## src/rtl/seq_mult_32.sv

```systemverilog
`default_nettype none
// ============================================================================
//  Module   : seq_mult_32
//  Purpose  : 32x32 -> 64 bit sequential shift-add multiplier with a fixed
//             32-cycle latency. One iteration per BUSY cycle. The product
//             registers P_hi:P_lo only change on the final iteration edge,
//             so a downstream result mux never sees partial sums.
//  Config   : SEQ_MULT_SIGNED_EN - when defined, A and B are two's
//             complement. Magnitudes are multiplied and the 64-bit result is
//             negated on the final edge if the operand signs differ. When
//             undefined, A and B are unsigned and no sign logic is built.
//  Ports    : clk    - clock, all state changes on its rising edge
//             rst_n  - synchronous active-low reset
//             start  - begin a multiply with the current A and B
//             A, B   - multiplicand / multiplier (32 bits each)
//             busy   - multiply in progress
//             done   - P_lo / P_hi hold a valid result
//             P_lo   - product bits [31:0]
//             P_hi   - product bits [63:32]
//  Revision : 1.0 - initial release
// ============================================================================
module seq_mult_32 (
    input  logic        clk,
    input  logic        rst_n,
    input  logic        start,
    input  logic [31:0] A,
    input  logic [31:0] B,
    output logic        busy,
    output logic        done,
    output logic [31:0] P_lo,
    output logic [31:0] P_hi
);

    typedef enum logic [1:0] {
        IDLE = 2'd0,
        BUSY = 2'd1,
        DONE = 2'd2
    } state_t;

    state_t      state;
    state_t      state_next;

    logic [31:0] mcand;      // captured multiplicand (magnitude in signed build)
    logic [31:0] mplier;     // captured multiplier, shifted right each iteration
    logic [63:0] acc;        // running partial product
    logic [4:0]  count;      // iteration index 0..31
    logic        last_iter;
    logic [32:0] sum;        // upper half plus addend, carry kept
    logic [63:0] acc_next;
    logic [63:0] result;
    logic [31:0] a_in;
    logic [31:0] b_in;

`ifdef SEQ_MULT_SIGNED_EN
    logic        neg;        // operand signs differed at capture

    assign a_in   = A[31] ? (~A + 32'd1) : A;
    assign b_in   = B[31] ? (~B + 32'd1) : B;
    // Sign correction is applied to the value being loaded on the last
    // iteration edge, which keeps the latency at exactly 32 cycles.
    assign result = neg ? (~acc_next + 64'd1) : acc_next;
`else
    assign a_in   = A;
    assign b_in   = B;
    assign result = acc_next;
`endif

    assign last_iter = (count == 5'd31);

    // One shift-add step: conditionally add the multiplicand into the upper
    // half, then shift the whole accumulator right with the carry entering
    // at the top.
    always_comb begin
        sum      = {1'b0, acc[63:32]} + {1'b0, (mplier[0] ? mcand : 32'd0)};
        acc_next = {sum, acc[31:1]};
    end

    // ------------------------------------------------------------------
    // FSM: state register
    // ------------------------------------------------------------------
    always_ff @(posedge clk) begin
        if (!rst_n) begin
            state <= IDLE;
        end else begin
            state <= state_next;
        end
    end

    // ------------------------------------------------------------------
    // FSM: next-state logic
    // ------------------------------------------------------------------
    always_comb begin
        state_next = state;
        case (state)
            IDLE:    if (start)     state_next = BUSY;
            BUSY:    if (last_iter) state_next = DONE;
            DONE:    if (start)     state_next = BUSY;
            default:                state_next = IDLE;
        endcase
    end

    // ------------------------------------------------------------------
    // Datapath and registered outputs. Reset has priority over start, so
    // a start coinciding with reset is dropped.
    // ------------------------------------------------------------------
    always_ff @(posedge clk) begin
        if (!rst_n) begin
            busy   <= 1'b0;
            done   <= 1'b0;
            P_lo   <= 32'd0;
            P_hi   <= 32'd0;
            mcand  <= 32'd0;
            mplier <= 32'd0;
            acc    <= 64'd0;
            count  <= 5'd0;
`ifdef SEQ_MULT_SIGNED_EN
            neg    <= 1'b0;
`endif
        end else begin
            busy <= (state_next == BUSY);
            done <= (state_next == DONE);
            case (state)
                IDLE, DONE: begin
                    if (start) begin
                        mcand  <= a_in;
                        mplier <= b_in;
                        acc    <= 64'd0;
                        count  <= 5'd0;
`ifdef SEQ_MULT_SIGNED_EN
                        neg    <= A[31] ^ B[31];
`endif
                    end
                end
                BUSY: begin
                    acc    <= acc_next;
                    mplier <= mplier >> 1;
                    count  <= count + 5'd1;
                    if (last_iter) begin
                        {P_hi, P_lo} <= result;
                    end
                end
                default: ;
            endcase
        end
    end

endmodule
`default_nettype wire

```

## config.mk

```make
export PLATFORM = sky130hd
export DESIGN_NAME = seq_mult_32
export DESIGN_NICKNAME = d
export VERILOG_FILES = /design/src/rtl/seq_mult_32.sv
export SDC_FILE = /design/constraint.sdc
export NUM_CORES = 1
export LEC_CHECK = 0
export CORE_UTILIZATION = 40
export DETAILED_ROUTE_END_ITERATION = 6
export SKIP_CTS_REPAIR_TIMING = 1
export SLEW_MARGIN = 20
export SYNTH_ARGS = -nofsm -noshare
export SYNTH_HDL_FRONTEND = slang
export SYNTH_SLANG_ARGS = --single-unit
```

## constraint.sdc

```tcl
create_clock -name clk -period 2.77 [get_ports clk]
set_input_delay 0.554 -clock clk [delete_from_list [all_inputs] [get_ports clk]]
set_output_delay 0.554 -clock clk [all_outputs]
set_load 0.01 [all_outputs]
```

==> summary.md, run 1 <==
| Metric | Value |
|---|---|
| Status | `finished, final reports clean` |
| Core Area | `22600 um^2` |
| GPL Wtd Cong | `0.906` |
| Post-synth top area share | `43.5%` |
| Asr flop ratio synth | `0%` |
| Worst r2r path cells | `11` |
| Final ANT Viol Nets | `0` |
| Detailed-route DRC error count | `0` |
| Root Buffer | `clkbuf_16` |
| Min Hold Slack | `452 ps` |
| Largest net degree at the start of global routing | `116` |
| Cell internal pwr | `approximately 4.4 mW` |
| Antenna cells | `0` |
| Setup ws final | `86.9 ps` |
| Most used cell, CP | `buf_4` |
| GRT Residual Overflow | `0` |
| DP HPWL | `about 17000 um` |
| Min Tclk post-route | `approximately 2700 ps` |
| Starting density of the core | `40.7%` |
| CTS tree | `yes` |
| Power, Total | `just under 6 mW` |
| I/O Pins | `around 130` |
| Clk slew on worst S/H paths | `roughly 70 ps` |
| Seq cells post-synth | `200` |
| Netlist cell types | `62` |
| Cell Pwr Density | `~500 nW/um^2` |
| Final Skew | `16.1 ps` |
| Maximum Capacitance Violations | `0` |
| Wire per inst | `~16 um` |
| # fillers | `around 2200` |
| Routed wire length | `around 25000 um` |
| Sw Ratio | `25.9%` |
| Initial antenna violation count | `0` |
| Combinational Power Share | `8.1%` |
| Tcrit/Tclk final | `96.9%` |
| Cell with the most instances after synthesis | `nand2_1` |
| NumNets Final | `1368` |
| Max Root-Sink Buffers | `2` |
| Slew @ Worst Pin | `roughly 630 ps` |
| Area growth, synth to finish | `27.4%` |
| Psw | `1.53 mW` |
| Placed cell count | `around 1500` |
| Crit-path leading delay family | `compound AO/OA/AOI/OAI gates` |
| Syn_nets | `roughly 1200` |
| Final core occ | `51.9%` |
| DRT Pass-1 Iters | `6` |
| Final setup viols | `0` |
| WHS Path Cells | `2` |
| Most common flop cell mapped by yosys | `dfxtp_1` |
| Crit Path Category | `reg2reg` |
| Synth Cell Area | `between 9000 and 10000 um^2` |
| GRT Total Usage | `between 20% and 30%` |
| Worst Setup Start Kind | `flip-flop` |
| Data arrival, critical path | `roughly 3000 ps` |
| Final Cell Area | `approximately 12000 um^2` |
| Slew Limit Fails | `0` |
| Clk sinks | `200` |
| Clock Power Share | `41.3%` |
| Via count | `~8300` |
| WP buf/inv | `2` |
| Min-Delay Endpoint | `mcand[0]$_SDFFE_PN0P_` |
| Synth top cells by count | `nand2_1 (239), dfxtp_1 (200), a21oi_1 (150)` |
| Max incr delay on CP | `470 ps` |
| Vias per cell | `5.32` |
| Post-route setup TNS | `0 ps` |
| Worst slack, placed | `roughly 30 ps` |
| Layout Cells excl Fill | `about 1600` |
| Num CTS Buffers | `17` |
| Die W | `between 150 and 200 um` |
| Die H | `154 um` |
| Post-Syn Instances | `between 1000 and 1500` |
| Worst skew pair latency | `roughly 430 ps` |
| Worst vdd ir | `around 0.42 mV` |
| Seq/Total Area, Yosys | `a little over two fifths` |
| Area after DPL | `roughly 11000 um^2` |
| Critical R2R Launch | `mplier[0]$_SDFFE_PN0P_` |
| Vias in the first global route | `~7800` |
| Hold Crit Class | `reg2reg` |
| Fmax | `around 0.37 GHz` |
| Critical path's slowest cell | `or4_1` |
| Post-synth EDFFs | `0` |
| Share of cells above drive strength 1 | `between 10% and 20%` |
| Leak | `4.42 nW` |
| Cell taking the most area after synthesis | `dfxtp_1` |
| Cell breakdown of the critical path | `buf_4, and2_1, ha_1, a21oi_1, buf_4, o21a_1, or4_1, o211ai_1, a31oi_1, xnor2_1, a22o_1` |
| Final Hold Viols | `0` |
| Input/output buffers | `132` |
| Hold path start | `mcand[0]$_SDFFE_PN0P_` |
| Syn_area_per_cell | `between 8 and 9 um^2` |
| Worst Path Required | `between 3000 and 4000 ps` |
| Synth top area cells | `dfxtp_1 (44%), nand2_1 (9.8%), a21oi_1 (8.2%)` |
| Ys Warns | `0` |
| DRT iter0 DRCs | `roughly 520` |
| Crit path capture type | `flip-flop` |
| Worst relative slew slack | `approximately 58%` |
| Critical R2R Capture | `acc[61]$_SDFFE_PN0P_` |
| Htree depth | `4` |
| Share of total power in sequential cells | `between 50 and 60%` |
| Global-route wire length before repair | `just over 40000 um` |
| Die ar. | `23600 um^2` |
| Critical path fanouts, max | `17` |
| Flop2flop setup slack | `about 87 ps` |
| Row cnt | `55` |
-- layer usage --
| metal | part of all wire (%) | track usage, % | wire (um) | up-vias |
|---|---|---|---|---|
| li1 | - | - | - | 4239 |
| met1 | 49 | 29.3 | 12200 | 3888 |
| met2 | 45 | 33.5 | 11300 | 176 |
| met3 | 4.3 | 4.43 | 1070 | 18 |
| met4 | 1.1 | 5.52 | 286 | 0 |
| met5 | 0 | 0 | 0 | - |
-- layout make-up --
class / count / area (um^2) / share of cell area (%)
clock buffers: 19 / 443 / 3.78
clock inverters: 13 / 131 / 1.12
inverters: 11 / 43.8 / 0.374
multi-input cells: 843 / 4920 / 42.0
flip-flops and latches: 200 / 4010 / 34.2
well taps: 285 / 357 / 3.04
repair buffers: 193 / 1820 / 15.5
-- power by group through the flow --
stage	Clock, mW	Sequential [mW]	Combinational [mW]
global placement	0	3.04	0.480
floorplan	0	3.03	0.265
detailed placement	0	3.05	0.481
global route	2.60	2.99	0.530
finish	2.44	2.98	0.479
CTS	2.50	2.98	0.483
-- worst reg2reg max path, stage by stage, from the launching register on --
cell	delay, ps
dfxtp_2	330
buf_4	200
and2_1	160
ha_1	360
a21oi_1	120
buf_4	150
o21a_1	210
or4_1	470
o211ai_1	100
a31oi_1	80
xnor2_1	190
a22o_1	210
-- state kept, by name, indices dropped and copies added, names as in the netlist --
signal	flops
mplier	32
busy	1
acc	63
mcand	32
P_lo	32
count	5
state	2
P_hi	32
done	1
-- kinds of logic (layout without fill, tap and decap cells) --
family | count (synthesis) | after routing | share of synthesized area [%]
DFF | 200 | 200 | 43.5
adders and majority gates | 35 | 35 | 4.84
xor gates and xnor gates | 25 | 25 | 2.38
muxes | 9 | 9 | 0.993
buffers and inverters | 95 | 236 | 4.10
AOI/OAI and AO/OA | 348 | 348 | 23.8
and+or+nand+nor | 426 | 426 | 20.3
-- cell usage in the layout, fill, tap and decap left out, drive strengths merged, types with 6 or more instances in the layout --
master	instances
a22oi	74
nand4	13
clkdlybuf4s50	132
nor2	74
a31oi	10
a22o	7
and3	6
nand3	23
inv	16
ha	34
or3	7
mux2i	8
nand2	240
o21a	7
clkinv	7
o21ai	43
xor2	12
dfxtp	200
xnor2	13
nand2b	6
and2	34
o211ai	7
a21oi	156
nor3	11
a21o	14
buf	61
clkbuf	19
-- worst max-delay path by stage --
stage	to	start	depth (start not counted)	slack, ps
CTS	P_hi[27]$_SDFFE_PN0P_	mplier[0]$_SDFFE_PN0P_	11	4
floorplan	P_hi[28]$_SDFFE_PN0P_	mplier[0]$_SDFFE_PN0P_	11	260
global route	P_hi[22]$_SDFFE_PN0P_	mplier[0]$_SDFFE_PN0P_	10	-10
detailed placement	P_hi[27]$_SDFFE_PN0P_	mplier[0]$_SDFFE_PN0P_	11	30
finish	acc[61]$_SDFFE_PN0P_	mplier[0]$_SDFFE_PN0P_	11	90
global placement	P_hi[27]$_SDFFE_PN0P_	mplier[0]$_SDFFE_PN0P_	11	100
(Power assumes the default switching activity.)
==> inputs of run 2 (changes only) <==
--- a/config.mk
+++ b/config.mk
@@ -5,8 +5,9 @@
 export SDC_FILE = /design/constraint.sdc
 export NUM_CORES = 1
 export LEC_CHECK = 0
-export CORE_UTILIZATION = 40
+export CORE_UTILIZATION = 55
 export DETAILED_ROUTE_END_ITERATION = 6
+export PLACE_DENSITY = 0.81
 export SKIP_CTS_REPAIR_TIMING = 1
 export SLEW_MARGIN = 20
 export SYNTH_ARGS = -nofsm -noshare
==> run 2 against run 1 <==
  * Combinational power shrank 1%
  * Clock power is essentially flat
  * Sequential power is essentially flat
  * Sequential share of layout area grew 0.50 points
  * Clock skew is essentially flat
  * Register-to-register slack gained 20 ps
  * Critical path depth is the same
  * Highest routed layer unchanged
==> summary.md, run 2 (synthesized netlist as in run 1, its figures left out) <==
| Metric | Value |
|---|---|
| Status | `finished, final reports clean (unchanged)` |
| Worst Path Required | `3080 ps (was 3090 ps)` |
| Input/output buffers | `132 (unchanged)` |
| Met1 Use GR | `38.0% (was 29.3%)` |
| Global routing's busiest layer | `met2 (unchanged)` |
| GRT Residual Overflow | `0 (unchanged)` |
| Hold path start | `mcand[31]$_SDFFE_PN0P_ (was mcand[0]$_SDFFE_PN0P_)` |
| Clk sinks | `200 (unchanged)` |
| Sw Ratio | `24.7% (was 25.9%)` |
| Initial antenna violation count | `0 (unchanged)` |
| Worst Setup Start Kind | `flip-flop (unchanged)` |
| Worst slack, placed | `100 ps (was 30.7 ps)` |
| Critical path fanouts, max | `13 (was 17)` |
| Starting density of the core | `57.1% (was 40.7%)` |
| Worst r2r path cells | `11 (unchanged)` |
| Die H | `131 um (was 154 um)` |
| Psw | `1.46 mW (was 1.53 mW)` |
| Maximum Capacitance Violations | `0 (unchanged)` |
| Max Root-Sink Buffers | `2 (unchanged)` |
| Hold Crit Class | `reg2reg (unchanged)` |
| Data arrival, critical path | `2970 ps (was 3000 ps)` |
| Vias per cell | `5.71 (was 5.32)` |
| Min Tclk post-route | `2660 ps (was 2680 ps)` |
| Storage cell area | `4010 um^2 (unchanged)` |
| Cell breakdown of the critical path | `buf_4, and2_1, ha_1, o211ai_1, a21oi_4, o211ai_1, nand2_2, buf_4, a21boi_0, xor2_1, o21ai_0 (was buf_4, and2_1, ha_1, a21oi_1, buf_4, o21a_1, or4_1, o211ai_1, a31oi_1, xnor2_1, a22o_1)` |
| NumNets Final | `1357 (was 1368)` |
| Largest Register | `acc (unchanged)` |
| Routed wire length | `24300 um (was 24900 um)` |
| Power, Total | `5.92 mW (was 5.89 mW)` |
| Final Hold Viols | `0 (unchanged)` |
| Die W | `131 um (was 154 um)` |
| Detailed-route DRC error count | `0 (unchanged)` |
| Final setup viols | `0 (unchanged)` |
| Slew Limit Fails | `0 (unchanged)` |
| Min Hold Slack | `454 ps (was 452 ps)` |
| Vias in the first global route | `7951 (was 7819)` |
| Worst relative slew slack | `52.5% (was 57.6%)` |
| Tcrit/Tclk final | `96.1% (was 96.9%)` |
| Wire per inst | `16.4 um (was 15.9 um)` |
| GRT Total Usage | `28.4% (was 21.2%)` |
| Critical R2R Capture | `acc[55]$_SDFFE_PN0P_ (was acc[61]$_SDFFE_PN0P_)` |
| Global-route wire length before repair | `39700 um (was 40200 um)` |
| Leading cell types in the layout, fill and taps excluded | `nand2_1 (237), dfxtp_1 (199), a21oi_1 (145) (was nand2_1 (238), dfxtp_1 (199), a21oi_1 (147))` |
| Htree depth | `4 (unchanged)` |
| Critical path's slowest cell | `o211ai_1 (was or4_1)` |
| Min-Delay Endpoint | `mcand[31]$_SDFFE_PN0P_ (was mcand[0]$_SDFFE_PN0P_)` |
| Crit Path Category | `reg2reg (unchanged)` |
| Slew @ Worst Pin | `709 ps (was 634 ps)` |
| Final ANT Viol Nets | `0 (unchanged)` |
| Largest net degree at the start of global routing | `83 (was 116)` |
| Share of total power in sequential cells | `50.3% (was 50.5%)` |
| # fillers | `1327 (was 2219)` |
| GPL Wtd Cong | `0.954 (was 0.906)` |
| Via count | `8473 (was 8321)` |
| CTS tree | `yes (unchanged)` |
| Fmax | `0.376 GHz (was 0.373 GHz)` |
| DRT Pass-1 Iters | `5 (was 6)` |
| Final core occ | `71.7% (was 51.9%)` |
| Multi-input gate area | `4900 um^2 (was 4920 um^2)` |
| M3 GR Usage | `6.40% (was 4.43%)` |
| Leak | `4.37 nW (was 4.42 nW)` |
| Area growth, synth to finish | `25.6% (was 27.4%)` |
| Max incr delay on CP | `360 ps (was 470 ps)` |
| Max FFs per register | `63 (unchanged)` |
| RSZ-0062 raised after global routing | `yes` |
| Core Area | `16100 um^2 (was 22600 um^2)` |
| Most common cell after layout, fill and taps aside | `nand2_1 (unchanged)` |
| Antenna cells | `0 (unchanged)` |
| Clock Power Share | `41.7% (was 41.3%)` |
| Setup ws final | `109 ps (was 86.9 ps)` |
| Share of cells above drive strength 1 | `9.70% (was 10.6%)` |
| Crit path capture type | `flip-flop (unchanged)` |
| Num CTS Buffers | `17 (unchanged)` |
| Critical R2R Launch | `mplier[0]$_SDFFE_PN0P_ (unchanged)` |
| Row cnt | `46 (was 55)` |
| Combinational Power Share | `8.0% (was 8.1%)` |
| GR Util met2 | `46.4% (was 33.5%)` |
| WHS Path Cells | `2 (unchanged)` |
| Final Skew | `16.0 ps (was 16.1 ps)` |
| Worst vdd ir | `0.458 mV (was 0.417 mV)` |
| WP buf/inv | `2 (unchanged)` |
| Clk slew on worst S/H paths | `70 ps (about the same)` |
| Crit-path leading delay family | `compound AO/OA/AOI/OAI gates (unchanged)` |
| Root Buffer | `clkbuf_16 (unchanged)` |
| DP HPWL | `16800 um (was 17300 um)` |
| Die ar. | `17200 um^2 (was 23600 um^2)` |
| Cell Pwr Density | `513 nW/um^2 (was 503 nW/um^2)` |
| Worst skew pair latency | `440 ps (was 430 ps)` |
| WP depth | `11 (unchanged)` |
| I/O Pins | `133 (unchanged)` |
| DRT iter0 DRCs | `610 (was 524)` |
| Cell internal pwr | `4.46 mW (was 4.36 mW)` |
| Flop2flop setup slack | `110 ps (was 90 ps)` |
[run 2: changes by cell type in the layout (fill, tap and decap cells not counted), sizes merged]
| cell | delta |
|---|---|
| inv | -2 |
| bufinv | +1 |
| clkbuf | +1 |
| clkinvlp | +1 |
| buf | -11 |
| clkinv | -1 |
[run 2: how the worst max path moves through the flow]
stage / end / slack (ps) / start
finish: acc[55]$_SDFFE_PN0P_ / 110 / mplier[0]$_SDFFE_PN0P_
detailed placement: P_hi[27]$_SDFFE_PN0P_ / 100 / mplier[0]$_SDFFE_PN0P_
global route: acc[55]$_SDFFE_PN0P_ / -40 / mplier[0]$_SDFFE_PN0P_
global placement: P_hi[27]$_SDFFE_PN0P_ / 120 / mplier[0]$_SDFFE_PN0P_
floorplan: P_hi[28]$_SDFFE_PN0P_ / 260 / mplier[0]$_SDFFE_PN0P_
CTS: P_hi[27]$_SDFFE_PN0P_ / 80 / mplier[0]$_SDFFE_PN0P_
[run 2: power by group through the flow]
stage	sequential [mW]	clock [mW]	combinational, mW
3_3_place_gp	3.04	0	0.462
5_1_grt	2.99	2.62	0.519
4_1_cts	2.98	2.50	0.471
6_report	2.98	2.47	0.473
3_5_place_dp	3.05	0	0.466
2_1_floorplan	3.03	0	0.265
[run 2: layout make-up]
type / count / share of cell area, %
Multi-Input combinational cell: 843 / 42.4
Sequential cell: 200 / 34.7
Timing Repair Buffer: 182 / 15.0
Clock buffer: 20 / 3.95
Tap cell: 216 / 2.34
Clock inverter: 12 / 1.17
Inverter: 11 / 0.379
[run 2: metal layers]
metal	part of all wire, %	wire (um)
met3	6.3	1530
met2	46	11300
met5	0	0
met1	46	11200
met4	1.2	292
[run 2: worst reg2reg max path, cell delays in order, from the launching register on]
cell and delay (ps):
dfxtp_2 330, buf_4 170, and2_1 140, ha_1 340, o211ai_1 340, a21oi_4 70, o211ai_1 360, nand2_2 170
buf_4 170, a21boi_0 190, xor2_1 160, o21ai_0 100
[run 2: through the flow]
| step | cell area [um^2] | cells | setup TNS, ps |
|---|---|---|---|
| after floorplan | 9200 | 1138 | 0 |
| after global placement | 10900 | 1451 | 0 |
| after detailed placement | 10900 | 1451 | 0 |
| after CTS | 11500 | 1483 | 0 |
| after global routing | 11500 | 1484 | -54.3 |
| final | 11500 | 1484 | 0 |
==> inputs of run 3 (changes only) <==
--- a/config.mk
+++ b/config.mk
@@ -5,9 +5,10 @@
 export SDC_FILE = /design/constraint.sdc
 export NUM_CORES = 1
 export LEC_CHECK = 0
+export ABC_AREA = 1
 export CORE_UTILIZATION = 55
 export DETAILED_ROUTE_END_ITERATION = 6
-export PLACE_DENSITY = 0.81
+export PLACE_DENSITY = 0.8
 export SKIP_CTS_REPAIR_TIMING = 1
 export SLEW_MARGIN = 20
 export SYNTH_ARGS = -nofsm -noshare
==> run 3 against run 2 <==
  * First-iteration DRC count decreased by 18%
  * Synthesized cell count increased by 32%
  * Utilization decreased by 2.8 points
  * Sequential share of layout area decreased by 1.3 points
  * Critical endpoint is now acc[47]$_SDFFE_PN0P_
  * Highest routed layer unchanged
==> summary.md, run 3 <==
| Metric | Value |
|---|---|
| Met1 Use GR | `37.0% (was 38.0%)` |
| Most used cell, CP | `nand2_1` |
| Slew Limit Fails | `0 (unchanged)` |
| RSZ-0062 raised after global routing | `no (was yes)` |
| Root Buffer | `clkbuf_16 (unchanged)` |
| Seq/Total Area, Yosys | `40.7% (was 43.5%)` |
| Cell Pwr Density | `510 nW/um^2 (was 513 nW/um^2)` |
| Most common cell after layout, fill and taps aside | `nand2_1 (unchanged)` |
| Initial antenna violation count | `0 (unchanged)` |
| M3 GR Usage | `5.67% (was 6.40%)` |
| Hold path start | `P_lo[30]$_SDFFE_PN0P_ (was mcand[31]$_SDFFE_PN0P_)` |
| Main combinational cell family by area after synthesis | `simple AND/OR/NAND/NOR gates (was compound AO/OA/AOI/OAI gates)` |
| Clk sinks | `200 (unchanged)` |
| GRT Total Usage | `29.0% (was 28.4%)` |
| Netlist cell types | `29 (was 62)` |
| GPL Wtd Cong | `0.952 (was 0.954)` |
| Status | `finished, final reports clean (unchanged)` |
| Antenna cells | `0 (unchanged)` |
| GR Util met2 | `48.9% (was 46.4%)` |
| Cell taking the most area after synthesis | `dfxtp_1 (unchanged)` |
| Worst slack, placed | `375 ps (was 100 ps)` |
| Cell breakdown of the critical path | `buf_12, nand2_1, inv_1, ha_1, inv_1, fa_1, inv_1, nand3_1, nand2_2, nand2_1, nand2_1, nand2_1, nand2_2, xor2_1, nand2_1, a21oi_1 (was buf_4, and2_1, ha_1, o211ai_1, a21oi_4, o211ai_1, nand2_2, buf_4, a21boi_0, xor2_1, o21ai_0)` |
| Critical R2R Capture | `acc[47]$_SDFFE_PN0P_ (was acc[55]$_SDFFE_PN0P_)` |
| Detailed-route DRC error count | `0 (unchanged)` |
| Flop2flop setup slack | `310 ps (was 110 ps)` |
| Worst Path Required | `3150 ps (was 3080 ps)` |
| Routed wire length | `25700 um (was 24300 um)` |
| DP HPWL | `17700 um (was 16800 um)` |
| Setup ws final | `315 ps (was 109 ps)` |
| Crit path capture type | `flip-flop (unchanged)` |
| Leading cell types in the layout, fill and taps excluded | `nand2_1 (573), dfxtp_1 (200), inv_1 (192) (was nand2_1 (237), dfxtp_1 (199), a21oi_1 (145))` |
| Layout Cells excl Fill | `1838 (was 1484)` |
| Die H | `136 um (was 131 um)` |
| Critical path's slowest cell | `fa_1 (was o211ai_1)` |
| Crit Path Category | `reg2reg (unchanged)` |
| Worst relative slew slack | `59.6% (was 52.5%)` |
| Largest Register | `acc (unchanged)` |
| Global-route wire length before repair | `42400 um (was 39700 um)` |
| DRT Pass-1 Iters | `5 (unchanged)` |
| Max FFs per register | `63 (unchanged)` |
| Clk slew on worst S/H paths | `80 ps (was 70 ps)` |
| Maximum Capacitance Violations | `0 (unchanged)` |
| Synth top area cells | `dfxtp_1 (41%), nand2_1 (22%), inv_1 (7.4%) (was dfxtp_1 (44%), nand2_1 (9.8%), a21oi_1 (8.2%))` |
| Min Hold Slack | `469 ps (was 454 ps)` |
| Worst vdd ir | `0.537 mV (was 0.458 mV)` |
| CTS tree | `yes (unchanged)` |
| Min Tclk post-route | `2460 ps (was 2660 ps)` |
| Ys Warns | `0 (unchanged)` |
| Synth Cell Area | `9850 um^2 (was 9200 um^2)` |
| NumNets Final | `1702 (was 1357)` |
| Post-Syn Instances | `1503 (was 1138)` |
| Final Skew | `12.7 ps (was 16.0 ps)` |
| Max Root-Sink Buffers | `2 (unchanged)` |
| Worst Setup Start Kind | `flip-flop (unchanged)` |
| Num CTS Buffers | `17 (unchanged)` |
| Worst r2r path cells | `16 (was 11)` |
| Final core occ | `68.8% (was 71.7%)` |
| I/O Pins | `133 (unchanged)` |
| Post-synth top area share | `40.7% (was 43.5%)` |
| Final setup viols | `0 (unchanged)` |
| Data arrival, critical path | `2830 ps (was 2970 ps)` |
| Starting density of the core | `56.6% (was 57.1%)` |
| Cell with the most instances after synthesis | `nand2_1 (unchanged)` |
| Synth Area in XOR/XNOR | `1.33% (was 2.38%)` |
| Critical path origin | `mplier[0]$_SDFFE_PN0P_ (unchanged)` |
| Worst skew pair latency | `440 ps (about the same)` |
| Most common flop cell mapped by yosys | `dfxtp_1 (unchanged)` |
| Input/output buffers | `132 (unchanged)` |
| Final ANT Viol Nets | `0 (unchanged)` |
| Post-route setup TNS | `0 ps (unchanged)` |
| Synth Area in Adders | `4.52% (was 4.84%)` |
| End of the critical path | `acc[47]$_SDFFE_PN0P_ (was acc[55]$_SDFFE_PN0P_)` |
| Syn_area_per_cell | `6.55 um^2 (was 8.08 um^2)` |
| Simple-gate area share of the yosys netlist | `29.3% (was 20.3%)` |
| Synth Area in Compound Gates | `13.8% (was 23.8%)` |
| DRT iter0 DRCs | `503 (was 610)` |
| Wire per inst | `14.0 um (was 16.4 um)` |
| Final Hold Viols | `0 (unchanged)` |
| Critical R2R Launch | `mplier[0]$_SDFFE_PN0P_ (unchanged)` |
| Largest net degree at the start of global routing | `89 (was 83)` |
| Row cnt | `48 (was 46)` |
| Core Area | `17400 um^2 (was 16100 um^2)` |
| Vias in the first global route | `8995 (was 7951)` |
| Post-synthesis mux area share | `0% (was 0.993%)` |
| Htree depth | `4 (unchanged)` |
| Global routing's busiest layer | `met2 (unchanged)` |
| GRT Residual Overflow | `0 (unchanged)` |
| Leak | `5.58 nW (was 4.37 nW)` |
| Seq cells post-synth | `200 (unchanged)` |
| Share of cells above drive strength 1 | `3.84% (was 9.70%)` |
| Placed cell count | `1806 (was 1451)` |
| Die ar. | `18400 um^2 (was 17200 um^2)` |
| Asr flop ratio synth | `0% (unchanged)` |
| Area growth, synth to finish | `21.7% (was 25.6%)` |
| Hold Crit Class | `reg2reg (unchanged)` |
| Max incr delay on CP | `400 ps (was 360 ps)` |
| Die W | `136 um (was 131 um)` |
| Tcrit/Tclk final | `88.6% (was 96.1%)` |
| Via count | `9438 (was 8473)` |
| Critical path fanouts, max | `33 (was 13)` |
| Syn_nets | `1605 (was 1240)` |
| Fmax | `0.407 GHz (was 0.376 GHz)` |
| Vias per cell | `5.13 (was 5.71)` |
| Slew @ Worst Pin | `606 ps (was 709 ps)` |
| Synth top cells by count | `nand2_1 (573), dfxtp_1 (200), inv_1 (193) (was nand2_1 (239), dfxtp_1 (200), a21oi_1 (150))` |
| Post-synth EDFFs | `0 (unchanged)` |
## run 3: cell types whose count changed after synthesis, moves of 10 or more
cell | previous run | this run
nor2_1 | 73 | 108
a22oi_1 | 74 | 0
inv_1 | 10 | 193
a31oi_1 | 10 | 31
xnor2_1 | 13 | 1
a21oi_1 | 150 | 126
o21bai_1 | 4 | 16
o21ai_0 | 36 | 47
nand2_1 | 239 | 573
nand3_1 | 23 | 38
nand4_1 | 12 | 1
and2_1 | 34 | 4
buf_1 | 15 | 0
a21o_1 | 14 | 4
## run 3: worst min path at each step
stage                                  endpoint  slack [ps]  cells after the start
final                     P_lo[30]$_SDFFE_PN0P_         470                      2
after global routing      count[4]$_SDFFE_PN0P_         480                      2
after CTS                 count[4]$_SDFFE_PN0P_         470                      2
after detailed placement  P_lo[31]$_SDFFE_PN0P_         460                      2
after global placement    count[3]$_SDFFE_PN0P_         450                      1
after floorplan           count[3]$_SDFFE_PN0P_         440                      1
## run 3: critical path: cells and delay by family, from the launching register on
kind,cells,cell delay (ps)
flops,1,370
simple gates,8,690
fa+ha+maj,2,560
xor+xnor,1,210
compound gates,1,140
buf+inv,4,410
## run 3: layout make-up
cell class                 count  area [um^2]
clock buffer                  17          425
clock inverter                15          211
fill                        1563         5430
inverter                     197          742
multi-input combinational   1037         4830
sequential                   200         4000
tap                          225          282
timing repair buffer         147         1490
## run 3: stage by stage
step                total power [mW]  area, um^2
floorplan                       3.34        9850
global placement                3.54       11300
detailed placement              3.55       11300
CTS                             6.13       12000
global route                    6.32       12000
finish                          6.11       12000
## run 3: cells by family after synthesis
kind of cell               Yosys count
DFF                                200
AOI/OAI and AO/OA                  246
adders and majority gates           35
buffers and inverters              266
and+or+nand+nor                    741
xor gates and xnor gates            15
## run 3: power breakdown
group	internal [mW]	switching (mW)	total, mW
Sequential	2.95	0.0436	3.00
Combinational	0.194	0.296	0.489
Clock	1.26	1.36	2.63
## run 3: per-layer routing
metal,share of wire (%),vias to the layer above
li1,-,4852
met1,46,4304
met2,47,247
met3,4.9,35
met4,1.8,0
met5,0,-
